**config.mk**
```make
export PLATFORM = sky130hd
export DESIGN_NAME = uart_rx_fifo_trig
export DESIGN_NICKNAME = d
export VERILOG_FILES = /design/src/rtl/uart_rx_fifo_trig.sv
export SDC_FILE = /design/constraint.sdc
export NUM_CORES = 1
export LEC_CHECK = 0
export BUFFER_PORTS_ARGS = -buffer_cell sky130_fd_sc_hd__buf_4
export CORE_MARGIN = 2
export CORE_UTILIZATION = 34
export CTS_CLUSTER_SIZE = 30
export DETAILED_ROUTE_END_ITERATION = 6
export GPL_TIMING_DRIVEN = 0
export HOLD_SLACK_MARGIN = 0.05
export PLACE_DENSITY = 0.47
export SLEW_MARGIN = 20
export SYNTH_ARGS = -nofsm -noshare
export SYNTH_HDL_FRONTEND = slang
export SYNTH_SLANG_ARGS = --single-unit
```
**constraint.sdc**
```tcl
create_clock -name clock -period 3.8 [get_ports clock]
set_input_delay 0.76 -clock clock [delete_from_list [all_inputs] [get_ports clock]]
set_output_delay 0.76 -clock clock [all_outputs]
set_load 0.02 [all_outputs]
```
**src/rtl/uart_rx_fifo_trig.sv**
```systemverilog
// uart_rx_fifo_trig
// Parametrised UART receive FIFO. Each entry holds a received character and
// its line-status flags ({break, parity, frame, data}). Provides occupancy
// status, an error-present flag, an overrun pulse, a trigger-level interrupt
// and a character-timeout interrupt.
// Optional feature macro: UART_RX_FIFO_TIMEOUT_EN (defined -> timeout counter
// and timeoutIrq present; undefined -> timeoutIrq tied low, baudTick and
// timeoutTicks unused).
module uart_rx_fifo_trig #(
  parameter int DATA_WIDTH = 8,
  parameter int DEPTH_LOG2 = 4
) (
  input  logic                  clock,
  input  logic                  reset,
  input  logic                  flush,
  input  logic                  fifoWe,
  input  logic [DATA_WIDTH-1:0] dataIn,
  input  logic                  frameErrorIn,
  input  logic                  parityErrorIn,
  input  logic                  breakIn,
  input  logic                  fifoRe,
  input  logic [DEPTH_LOG2:0]   triggerLevel,
  input  logic                  baudTick,
  input  logic [15:0]           timeoutTicks,
  output logic [DATA_WIDTH-1:0] dataOut,
  output logic                  frameErrorOut,
  output logic                  parityErrorOut,
  output logic                  breakOut,
  output logic                  fifoEmpty,
  output logic                  fifoFull,
  output logic [DEPTH_LOG2:0]   nrOfEntries,
  output logic                  fifoError,
  output logic                  overrun,
  output logic                  dataAvailIrq,
  output logic                  timeoutIrq
);

  localparam int                  DEPTH    = 2**DEPTH_LOG2;
  localparam int                  WORD_W   = DATA_WIDTH + 3;
  localparam logic [DEPTH_LOG2:0] CNT_FULL = (DEPTH_LOG2+1)'(DEPTH);

  logic [WORD_W-1:0]     r_mem [DEPTH];
  logic [DEPTH_LOG2-1:0] r_wr_ptr;
  logic [DEPTH_LOG2-1:0] r_rd_ptr;
  logic [DEPTH_LOG2:0]   r_count;
  logic [DEPTH_LOG2:0]   r_err_cnt;
  logic                  r_empty;
  logic                  r_full;
  logic                  r_error;
  logic                  r_overrun;

  logic [WORD_W-1:0]     w_head;
  logic                  w_push;
  logic                  w_pop;
  logic                  w_push_err;
  logic                  w_pop_err;
  logic [DEPTH_LOG2:0]   w_cnt_next;
  logic [DEPTH_LOG2:0]   w_err_next;

  // Head word is read straight out of registered storage
  assign w_head         = r_mem[r_rd_ptr];
  assign dataOut        = w_head[DATA_WIDTH-1:0];
  assign frameErrorOut  = w_head[DATA_WIDTH];
  assign parityErrorOut = w_head[DATA_WIDTH+1];
  assign breakOut       = w_head[DATA_WIDTH+2];

  // A pop is only honoured when data is present; a push on a full FIFO is
  // accepted only if the head is leaving in the same cycle. Flush wins.
  assign w_pop      = fifoRe && !r_empty && !flush;
  assign w_push     = fifoWe && (!r_full || fifoRe) && !flush;
  assign w_push_err = w_push && (frameErrorIn || parityErrorIn || breakIn);
  assign w_pop_err  = w_pop && (|w_head[WORD_W-1:DATA_WIDTH]);

  assign fifoEmpty    = r_empty;
  assign fifoFull     = r_full;
  assign nrOfEntries  = r_count;
  assign fifoError    = r_error;
  assign overrun      = r_overrun;
  assign dataAvailIrq = (triggerLevel != '0) && (r_count >= triggerLevel);

  // Next occupancy and next flagged-entry count
  always_comb begin
    w_cnt_next = r_count;
    w_err_next = r_err_cnt;
    if (flush) begin
      w_cnt_next = '0;
      w_err_next = '0;
    end else begin
      case ({w_push, w_pop})
        2'b10:   w_cnt_next = r_count + (DEPTH_LOG2+1)'(1);
        2'b01:   w_cnt_next = r_count - (DEPTH_LOG2+1)'(1);
        default: w_cnt_next = r_count;
      endcase
      case ({w_push_err, w_pop_err})
        2'b10:   w_err_next = r_err_cnt + (DEPTH_LOG2+1)'(1);
        2'b01:   w_err_next = r_err_cnt - (DEPTH_LOG2+1)'(1);
        default: w_err_next = r_err_cnt;
      endcase
    end
  end

  // Character storage; cleared on reset so the head reads zero afterwards
  always_ff @(posedge clock or negedge reset) begin
    if (!reset) begin
      for (int i = 0; i < DEPTH; i++) begin
        r_mem[i] <= '0;
      end
    end else if (w_push) begin
      r_mem[r_wr_ptr] <= {breakIn, parityErrorIn, frameErrorIn, dataIn};
    end
  end

  // Pointers, occupancy, error counter and registered status outputs
  always_ff @(posedge clock or negedge reset) begin
    if (!reset) begin
      r_wr_ptr  <= '0;
      r_rd_ptr  <= '0;
      r_count   <= '0;
      r_err_cnt <= '0;
      r_empty   <= 1'b1;
      r_full    <= 1'b0;
      r_error   <= 1'b0;
      r_overrun <= 1'b0;
    end else begin
      r_count   <= w_cnt_next;
      r_err_cnt <= w_err_next;
      r_empty   <= (w_cnt_next == '0);
      r_full    <= (w_cnt_next == CNT_FULL);
      r_error   <= (w_err_next != '0);
      r_overrun <= fifoWe && r_full && !fifoRe && !flush;
      if (flush) begin
        r_wr_ptr <= '0;
        r_rd_ptr <= '0;
      end else begin
        if (w_push) r_wr_ptr <= r_wr_ptr + DEPTH_LOG2'(1);
        if (w_pop)  r_rd_ptr <= r_rd_ptr + DEPTH_LOG2'(1);
      end
    end
  end

`ifdef UART_RX_FIFO_TIMEOUT_EN
  logic [15:0] r_tmo_cnt;
  logic        r_tmo_irq;
  logic [15:0] w_tmo_next;
  logic        w_tmo_irq_next;

  // Idle time counter in baud ticks and the interrupt it raises; the
  // interrupt compares against the updated count so it follows the tick
  // by one cycle
  always_comb begin
    w_tmo_next     = r_tmo_cnt;
    w_tmo_irq_next = r_tmo_irq;
    if (flush || w_push || w_pop || r_empty) begin
      w_tmo_next = 16'd0;
    end else if (baudTick && (r_tmo_cnt != 16'hFFFF)) begin
      w_tmo_next = r_tmo_cnt + 16'd1;
    end else begin
      w_tmo_next = r_tmo_cnt;
    end
    if (flush || w_push || w_pop || (timeoutTicks == 16'd0)) begin
      w_tmo_irq_next = 1'b0;
    end else if (w_tmo_next == timeoutTicks) begin
      w_tmo_irq_next = 1'b1;
    end else begin
      w_tmo_irq_next = r_tmo_irq;
    end
  end

  // Timeout counter and interrupt registers
  always_ff @(posedge clock or negedge reset) begin
    if (!reset) begin
      r_tmo_cnt <= 16'd0;
      r_tmo_irq <= 1'b0;
    end else begin
      r_tmo_cnt <= w_tmo_next;
      r_tmo_irq <= w_tmo_irq_next;
    end
  end

  assign timeoutIrq = r_tmo_irq;
`else
  logic w_unused_tmo;
  assign w_unused_tmo = &{1'b0, baudTick, timeoutTicks};
  assign timeoutIrq   = 1'b0;
`endif

endmodule

```
==> reports/metrics.cfg <==
[synth]
synth_area_leader_cell=dfrtp_1
ys_warn_count=0
async_flop_share=1.00
synthDistinctLibCells=41
post-synth-top-area-fraction=0.520
avgSynthCellArea_um2=13.6
syn-cell-area_um2=9480
synth_area_leaders=dfrtp_1, mux2_2, mux4_2
yosys_register_bits=198
synth_top_flop_cell=dfrtp_1
synth_edf_count=0
syn_nets=756
netlist_instances=698
ys_seq_area_frac=0.523

[cts]
cts_buffers=17
clk_pin_slew_ps=80
ctsRootBufferMaster=clkbuf_16
cts_tree=built
htreeDepth=4
cts_sinks=198
worstSkewPairLatency_ps=430
clk_path_buf_depth=2

[pwr]
power.density_nw_per_um2=461
leakagePower_uw=0.00518
p_int_uw=3600
vdd_drop_max_v=0.000265
swShare=0.288
power_frac_comb=0.169
p_clk_frac=0.361
power.switching_uw=1460
seqPwrFrac=0.469
power_uw=5060

[final_layout]
mostFrequentLayoutCell=dfrtp_1
final_cell_area_um2=11000
final_cell_mix=dfrtp_1, mux2_2, buf_4, mux2i_1, a21oi_1
nets=819
area_growth_pct=15.9
drive_above_1_share=0.419
insertedDiodeCount=0
stdcell_count=1152

[route]
num_vias=5883
wl_mm=23.0
ant_nets=0
drt_iter0_drc=297
drc_errors=0
drtPass1Iterations=6
routed_via_density=5.11
wl_per_cell_um=20.0

[timing]
finalCritPeriodShare=0.961
finalCriticalPeriod_ps=3650
clock_skew_ps=12.2
fmax_mhz=274
setup_violations=0
final_hold_viol_count=0
timing.setup.tns_ps=0
tightest_slew_ps=718
drv_slew=0
rsz0062_at_grt=yes
relSlewSlack=0.522

[critical_path]
worstSetupPathType=register to register
end_kind=register
arrival_ps=3970
max_stage_delay_ps=520
slowest_stage=mux4_2
crit_required_ps=4120
start_kind=register
crit_buf_inv=2
critPathMaxFanout=10
path_cells=buf_6, buf_12, mux4_2, a22oi_1, nand2_1, o31a_1, ha_2, ha_1, nor2b_2, o21ai_1, a21oi_1, o31ai_1, a21oi_2, or3_1
cp_top_family=compound AO/OA/AOI/OAI gates

[run]
drv_cap=0

[worst_hold_path]
hold_class=input port to async pin

[place]
hpwl_mm=16.5
place_area_um2=10300
gp_congestion=0.768
dp.cells=1119
portBuffers=41

[global_routing]
grt_pass1_wl_mm=36.3
grt_max_degree=102
antenna_found_initial=0
grt_overflow=0
grt_pass1_vias=6175
grt_usage=0.167

[floorplanning]
initial_core_util=0.343
coreArea_um2=27600
die_x_um=171
pin_count=60
die-area_um2=29200
row_count=61
die_y_um=171

[run_status]
status=complete, no violations

[power by group through the flow]
stage / logic (uW) / clock network (uW) / registers, uW
after global routing: 938 / 1960 / 2400
after CTS: 867 / 1880 / 2370
after global placement: 837 / 0 / 2400
after detailed placement: 864 / 0 / 2420
after floorplan: 551 / 0 / 2400
final: 858 / 1830 / 2380
[stage by stage]
step	setup WS (ps)	hold WS (ps)	util
after floorplan	320	464	-
after global placement	-146	481	0.371
after detailed placement	-198	489	0.374
after CTS	0.958	354	0.396
after global routing	-56.3	348	0.398
final	147	291	0.398
[cell families after synthesis]
logic type,count (synthesis),synth area share
other cells,1,0.000396
compound gates,81,0.0533
simple gates,76,0.0387
flops,198,0.523
fa+ha+maj,20,0.0280
buf+inv,65,0.0333
xor+xnor,11,0.0102
mux,246,0.313
[Yosys cell counts (5+ instances only)]
master	number
o21ai_0	23
nand2_1	19
nor2b_1	7
ha_1	18
nor2_1	18
xnor2_1	5
buf_4	7
nand3_1	16
inv_1	12
mux2i_1	39
a21oi_1	24
clkbuf_1	20
buf_2	21
a21o_1	6
mux4_2	22
mux2_2	185
a22oi_1	11
dfrtp_1	197
xor2_1	6
a221oi_1	11
[worst paths after layout]
check,start,to,slack (ps),depth (start not counted)
worst min register to register,r_mem[149]$_DFFE_PN0P_,r_mem[149]$_DFFE_PN0P_,500,1
min in group clock,r_mem[149]$_DFFE_PN0P_,r_mem[149]$_DFFE_PN0P_,500,1
worst max register to register,r_rd_ptr[0]$_DFFE_PN0P_,fifoError$_DFF_PN0_,150,14
worst min-delay path,reset,r_mem[107]$_DFFE_PN0P_,290,2
max in group asynchronous,reset,nrOfEntries[1]$_DFF_PN0_,2620,3
worst max-delay path,r_rd_ptr[0]$_DFFE_PN0P_,fifoError$_DFF_PN0_,150,14
[final cells by class]
type	count	area (um2)
Clock inverter	15	175
Clock buffer	17	425
Timing Repair Buffer	44	378
Multi-Input combinational cell	435	4240
Inverter	12	45.0
Buffer	53	293
Fill cell	2649	16600
Tap cell	378	473
Sequential cell	198	4960
[registers in the layout, indices dropped and copies added, names as in the netlist, 4 cells and up]
register     flops
r_mem          176
nrOfEntries      5
r_err_cnt        5
r_rd_ptr         4
r_wr_ptr         4
[layer usage]
layer | share of wire | track usage
met5 | 0 | 0
met4 | 0.0071 | 0.0357
met3 | 0.029 | 0.0275
met1 | 0.48 | 0.231
met2 | 0.49 | 0.277
[timing repair]
action                                  in CTS  in global routing
hold buffers                                 0                  0
resized for setup                            6                 13
pin swaps                                    0                  2
gates cloned                                 0                  0
setup buffers                                0                  1
endpoints found under the setup margin       4                  6
(Power assumes the default switching activity.)
